==> src/rtl/alu_muldiv.sv <==
// Iterative multiply/divide unit owning the HI/LO pair (MULT/MULTU/DIV/DIVU/MTHI/MTLO).
// Optional MADD/MADDU accumulate ops are enabled by defining ALU_MULDIV_MADD_EN.
module alu_muldiv #(
  parameter  int WIDTH = 32,
  localparam int CNT_W = $clog2(WIDTH + 1)
) (
  input  logic             clk,
  input  logic             rst_n,
  input  logic             start,
  input  logic [2:0]       op,
  input  logic [WIDTH-1:0] a,
  input  logic [WIDTH-1:0] b,
  output logic             busy,
  output logic             done,
  output logic [WIDTH-1:0] hi,
  output logic [WIDTH-1:0] lo,
  output logic             div_zero
);

  localparam logic [2:0] OP_MULT  = 3'd0;
  localparam logic [2:0] OP_MULTU = 3'd1;
  localparam logic [2:0] OP_DIV   = 3'd2;
  localparam logic [2:0] OP_DIVU  = 3'd3;
  localparam logic [2:0] OP_MTHI  = 3'd4;
  localparam logic [2:0] OP_MTLO  = 3'd5;
`ifdef ALU_MULDIV_MADD_EN
  localparam logic [2:0] OP_MADD  = 3'd6;
  localparam logic [2:0] OP_MADDU = 3'd7;
`endif

  typedef enum logic [2:0] {S_IDLE, S_PREP, S_CALC, S_FIX, S_DONE} state_t;

  state_t               r_state, w_nxt;
  logic [2:0]           r_op;
  logic [WIDTH-1:0]     r_a, r_b;
  logic [WIDTH-1:0]     r_opnd;     // multiplicand or divisor magnitude
  logic [2*WIDTH-1:0]   r_acc;      // product, or {remainder, dividend/quotient}
  logic [CNT_W-1:0]     r_cnt;
  logic                 r_neg, r_rneg, r_dz;
  logic [WIDTH-1:0]     r_hi, r_lo;
  logic                 r_div_zero;

  logic                 w_in_mul, w_in_div, w_accept, w_mthi, w_mtlo;
  logic                 w_mul, w_sgn, w_madd;
  logic                 w_sa, w_sb;
  logic [WIDTH-1:0]     w_amag, w_bmag;
  logic [WIDTH:0]       w_sum, w_trial;
  logic [2*WIDTH-1:0]   w_prod, w_prod_f;
  logic [WIDTH-1:0]     w_quo, w_rem;

  // Input-side decode (only meaningful in IDLE)
  always_comb begin
    w_in_mul = (op == OP_MULT) || (op == OP_MULTU);
    w_in_div = (op == OP_DIV)  || (op == OP_DIVU);
`ifdef ALU_MULDIV_MADD_EN
    w_in_mul = w_in_mul || (op == OP_MADD) || (op == OP_MADDU);
`endif
    w_accept = (r_state == S_IDLE) && start && (w_in_mul || w_in_div);
    w_mthi   = (r_state == S_IDLE) && start && (op == OP_MTHI);
    w_mtlo   = (r_state == S_IDLE) && start && (op == OP_MTLO);
  end

  // Latched-op decode
  always_comb begin
    w_mul  = (r_op == OP_MULT) || (r_op == OP_MULTU);
    w_sgn  = (r_op == OP_MULT) || (r_op == OP_DIV);
    w_madd = 1'b0;
`ifdef ALU_MULDIV_MADD_EN
    w_mul  = w_mul || (r_op == OP_MADD) || (r_op == OP_MADDU);
    w_sgn  = w_sgn || (r_op == OP_MADD);
    w_madd = (r_op == OP_MADD) || (r_op == OP_MADDU);
`endif
  end

  // Magnitudes; the most negative value negates to itself, which read unsigned is 2^(WIDTH-1)
  always_comb begin
    w_sa   = w_sgn & r_a[WIDTH-1];
    w_sb   = w_sgn & r_b[WIDTH-1];
    w_amag = w_sa ? -r_a : r_a;
    w_bmag = w_sb ? -r_b : r_b;
  end

  // One iteration step: shift-add for multiply, restoring step for divide
  always_comb begin
    w_sum   = {1'b0, r_acc[2*WIDTH-1:WIDTH]} + (r_acc[0] ? {1'b0, r_opnd} : '0);
    w_trial = r_acc[2*WIDTH-1:WIDTH-1] - {1'b0, r_opnd};
  end

  // Sign fix-up and optional accumulate
  always_comb begin
    w_prod   = r_neg ? -r_acc : r_acc;
    w_prod_f = w_prod;
    if (w_madd) w_prod_f = w_prod + {r_hi, r_lo};
    w_quo    = r_neg  ? -r_acc[WIDTH-1:0]       : r_acc[WIDTH-1:0];
    w_rem    = r_rneg ? -r_acc[2*WIDTH-1:WIDTH] : r_acc[2*WIDTH-1:WIDTH];
  end

  always_comb begin
    w_nxt = r_state;
    case (r_state)
      S_IDLE:  if (w_accept) w_nxt = S_PREP;
      S_PREP:  w_nxt = S_CALC;
      S_CALC:  if (r_cnt == CNT_W'(1)) w_nxt = S_FIX;
      S_FIX:   w_nxt = S_DONE;
      S_DONE:  w_nxt = S_IDLE;
      default: w_nxt = S_IDLE;
    endcase
  end

  always_ff @(posedge clk or negedge rst_n) begin
    if (!rst_n) r_state <= S_IDLE;
    else        r_state <= w_nxt;
  end

  always_ff @(posedge clk or negedge rst_n) begin
    if (!rst_n) begin
      r_op   <= '0;
      r_a    <= '0;
      r_b    <= '0;
      r_opnd <= '0;
      r_acc  <= '0;
      r_cnt  <= '0;
      r_neg  <= 1'b0;
      r_rneg <= 1'b0;
      r_dz   <= 1'b0;
    end else begin
      case (r_state)
        S_IDLE: if (w_accept) begin
          r_op <= op;
          r_a  <= a;
          r_b  <= b;
        end
        S_PREP: begin
          r_opnd <= w_mul ? w_amag : w_bmag;
          r_acc  <= {{WIDTH{1'b0}}, (w_mul ? w_bmag : w_amag)};
          r_neg  <= w_sa ^ w_sb;
          r_rneg <= w_sa;
          r_dz   <= !w_mul && (r_b == '0);
          r_cnt  <= CNT_W'(WIDTH);
        end
        S_CALC: begin
          r_cnt <= r_cnt - CNT_W'(1);
          if (w_mul)
            r_acc <= {w_sum, r_acc[WIDTH-1:1]};
          else if (!w_trial[WIDTH])
            r_acc <= {w_trial[WIDTH-1:0], r_acc[WIDTH-2:0], 1'b1};
          else
            r_acc <= {r_acc[2*WIDTH-2:0], 1'b0};
        end
        default: ;
      endcase
    end
  end

  // HI/LO change only on MTHI/MTLO in IDLE or at the FIX->DONE edge
  always_ff @(posedge clk or negedge rst_n) begin
    if (!rst_n) begin
      r_hi       <= '0;
      r_lo       <= '0;
      r_div_zero <= 1'b0;
    end else begin
      if (w_accept) r_div_zero <= 1'b0;
      if (w_mthi)   r_hi <= a;
      if (w_mtlo)   r_lo <= a;
      if (r_state == S_FIX) begin
        if (w_mul) begin
          {r_hi, r_lo} <= w_prod_f;
        end else if (r_dz) begin
          r_hi       <= r_a;
          r_lo       <= '1;
          r_div_zero <= 1'b1;
        end else begin
          r_hi <= w_rem;
          r_lo <= w_quo;
        end
      end
    end
  end

  assign busy     = (r_state != S_IDLE);
  assign done     = (r_state == S_DONE);
  assign hi       = r_hi;
  assign lo       = r_lo;
  assign div_zero = r_div_zero;

endmodule

==> config.mk <==
export PLATFORM = sky130hd
export DESIGN_NAME = alu_muldiv
export DESIGN_NICKNAME = d
export VERILOG_FILES = /design/src/rtl/alu_muldiv.sv
export SDC_FILE = /design/constraint.sdc
export NUM_CORES = 1
export LEC_CHECK = 0
export CORE_AREA = 2 2 163 197
export CTS_BUF_LIST = sky130_fd_sc_hd__clkbuf_8
export CTS_CLUSTER_DIAMETER = 40
export CTS_CLUSTER_SIZE = 40
export DETAILED_ROUTE_END_ITERATION = 12
export DIE_AREA = 0 0 165 199
export PLACE_DENSITY = 0.83
export SLEW_MARGIN = 20
export SYNTH_ARGS = -nofsm -noshare
export SYNTH_HDL_FRONTEND = slang
export SYNTH_SLANG_ARGS = --single-unit
==> constraint.sdc <==
create_clock -name clk -period 4.9 [get_ports clk]
set_clock_uncertainty 0.1 [all_clocks]
set_input_delay 1.225 -clock clk [delete_from_list [all_inputs] [get_ports clk]]
set_output_delay 1.225 -clock clk [all_outputs]
set_load 0.05 [all_outputs]
==> reports/summary.txt <==
R2R cell count: 12
Final Hold Fails: 0
Grt total ovfl: 0
Synthesis-stage register bit count: 240
CP arrival: 4.57 ns
Largest area contributor in the netlist: dfrtp_1
Hold-fix buffers at CTS: 0
DPL Wire Length: 49,300 um
CP delay by family, top: compound AO/OA/AOI/OAI gates
Total power: 17.6 mW
H-tree Lvls: 2
Crit. End Element: flop
Layout cells sized above 1: 8.44%
Synth Flop Type: dfrtp_1
Max stage delay on crit path: 0.64 ns
CTS tree: yes
RSZ-0062 raised after global routing: no
FF-to-FF Start: r_acc[0]
First-pass GRT wire length: 101,000 um
DIE AREA: 0.0328 mm^2
Vias in the first global route: 17,800
Most frequent cells in the layout: 315 x nand2_1, 239 x dfrtp_1, 184 x o21ai_0
Syn Area/Cell: 8.14 um^2
Clock insertion delay at the later pin of the skew report: 0.61 ns
Register area share after synthesis: 32.7%
Most used cell, CP: o211ai_1
Hold Path Sink: r_opnd[25]
Yosys cell types: 80
Maxcap violations: 0
Cells after synthesis: 2,258
Clk slew on worst S/H paths: 0.07 ns
I/O pin cnt: 137
CTS Sinks: 240
DR iter-0 viols: 2,029
Synth warnings: 0
Worst vdd ir: 0.475 mV
Final Wtd Congestion: 1.05
Setup Fix Bufs, Post-CTS: 0
Initial Util: 59.3%
Hold WS: 0.385 ns
TritonRoute pass-1 iters: 6
Finished Cell Area: 0.0210 mm^2
GRT Total Usage: 40.4%
CTS Buf Count: 38
Via Count: 18,700
Fin Setup TNS: 0 ns
Final setup margin: 0.640 ns
FMAX: 235 MHz
Setup Crit Path Kind: reg2reg
CORE AREA: 0.0310 mm^2
DP Cell Count: 2,676
Nets: 2,458
Antenna violations before repair: 1
CP Data Required Time: 5.21 ns
Setup-failing EPs final: 0
Worst R2R Setup Slack: 0.64 ns
RR Endpoint: r_acc[62]
Largest net degree at the start of global routing: 94
CP max FO: 15
Worst rel slew slack: 38.2%
Area growth from synthesis to layout: 14.1%
Least-Margin Pin Slew: 0.904 ns
Cell Chain, Critical Path: inv_1, nor2_1, ha_1, o211ai_1, a2111oi_0, a21oi_1, o21ai_1, a31oi_1, o41ai_1, a221oi_1, mux2i_1, o211ai_1
Commonest non-fill, non-tap cell in the layout: nand2_1
Clk buf depth: 3
Post-route minimum period: 4.26 ns
Final max-slew violation count: 0
Antenna diode count: 0
Pleak: 8.85 nW
Row count: 71
Port bufs: 136
Filler Cell Count: 2,623
Period utilization: 86.9%
PostCTS Resize Cnt: 0
EDFF count, synth: 0
Top-area cell type share of the netlist area: 32.7%
Core Util, Final: 67.7%
Post-synth ARST share: 100%
Pwr Density: 839 mW/mm^2
Hold_sp: r_opnd[25]
Mapped Nets: 2,400
Wire per inst: 24.2 um
Hold Path Cell Cnt: 2
Status: finished clean
Placed Instance Area: 0.0200 mm^2
DR vias/cell: 6.80
Crit path buffers/inverters: 1
Post-route ant nets: 0
Die Y: 199 um
CP max-delay cell: o41ai_1
Area contributors post-synth: dfrtp_1 33%, nand2_1 6.4%, o21ai_0 5.0%
Residual DRC: 0
Routed wire length: 66,500 um
CP startpoint kind: flop
Die X: 165 um
Post-route insts no fill: 2,747
Root buffer cell: clkbuf_8
Cell Area, Synth: 0.0184 mm^2
Worst min-delay path class: reg2reg
Post-Place Worst Slack: 0.849 ns
==> layout make-up <==
class,instances,area [um^2],share of cell area [%]
clock buffers,43,592,2.82
inverters,70,263,1.25
well taps,401,502,2.39
clock inverters,27,324,1.54
multi-input cells,1788,11500,55.1
repair buffers,178,1740,8.29
flip-flops and latches,240,6010,28.6
==> where the power goes <==
part | internal [mW] | leakage (nW) | total, mW | switching, mW
Sequential | 2.91 | 2.93 | 4.27 | 1.36
Combinational | 4.14 | 5.45 | 11.2 | 7.10
Clock | 1.12 | 0.473 | 2.09 | 0.975
==> kinds of logic (layout without fill, tap and decap cells) <==
| family | count (synthesis) | count (layout) | synth area share, % |
|---|---|---|---|
| AND/OR/NAND/NOR | 688 | 688 | 17.1 |
| adder cells (fa/ha/maj) | 72 | 72 | 4.98 |
| multiplexers | 115 | 115 | 6.81 |
| XOR/XNOR | 169 | 169 | 8.05 |
| flip-flops | 240 | 240 | 32.7 |
| buffers and inverters | 230 | 318 | 4.77 |
| AO/OA/AOI/OAI | 744 | 744 | 25.6 |
==> sequential cells by signal (all words and copies together), names as in the netlist, 3 cells and up <==
signal / flops
hi: 32
lo: 32
r_a: 32
r_acc: 64
r_b: 32
r_cnt: 6
r_op: 3
r_opnd: 32
r_state: 3
==> layer usage <==
metal	vias to the layer above	routed length, um	global-route usage [%]
met5	-	11	0
met4	2	5450	28.2
met3	320	5680	7.05
met2	1089	29800	61.9
met1	8936	25500	51.6
li1	8332	-	-
==> tightest hold or removal path, stage by stage (launching register included) <==
cell and delay [ns]:
dfrtp_1 0.34, nand2_1 0.05, o21ai_0 0.06
==> worst max-delay path by stage <==
stage / startpoint / endpoint / cells after the start
detailed placement: r_acc[0] / r_acc[62] / 12
global placement: r_acc[0] / r_acc[62] / 12
global route: r_acc[0] / r_acc[62] / 12
floorplan: r_acc[0] / r_acc[62] / 14
finish: r_acc[0] / r_acc[62] / 12
CTS: r_acc[0] / r_acc[62] / 12
==> synth_stat cells (6+ instances only) <==
cell type / number
buf_1: 15
o21ai_0: 184
or4_1: 25
o21bai_1: 8
a211oi_1: 43
o21ai_1: 34
a22oi_1: 10
or3_1: 25
nand3_1: 26
o22ai_1: 39
a21o_1: 43
and3_1: 17
o221ai_1: 18
o41ai_1: 13
clkbuf_1: 140
nor2b_1: 10
nor3_1: 33
nand4_1: 8
mux2i_1: 53
xnor2_1: 97
a21oi_1: 164
mux2_2: 60
dfrtp_1: 240
nand2_1: 315
nand2b_1: 15
a31oi_1: 39
o211ai_1: 50
o31ai_1: 29
a221oi_1: 6
a2111oi_0: 7
inv_1: 68
nor4_1: 19
a211o_1: 8
nor2_1: 154
or2_2: 7
and2_1: 12
xor2_1: 72
ha_1: 70
Note: power is estimated with default switching activity, not from simulation.
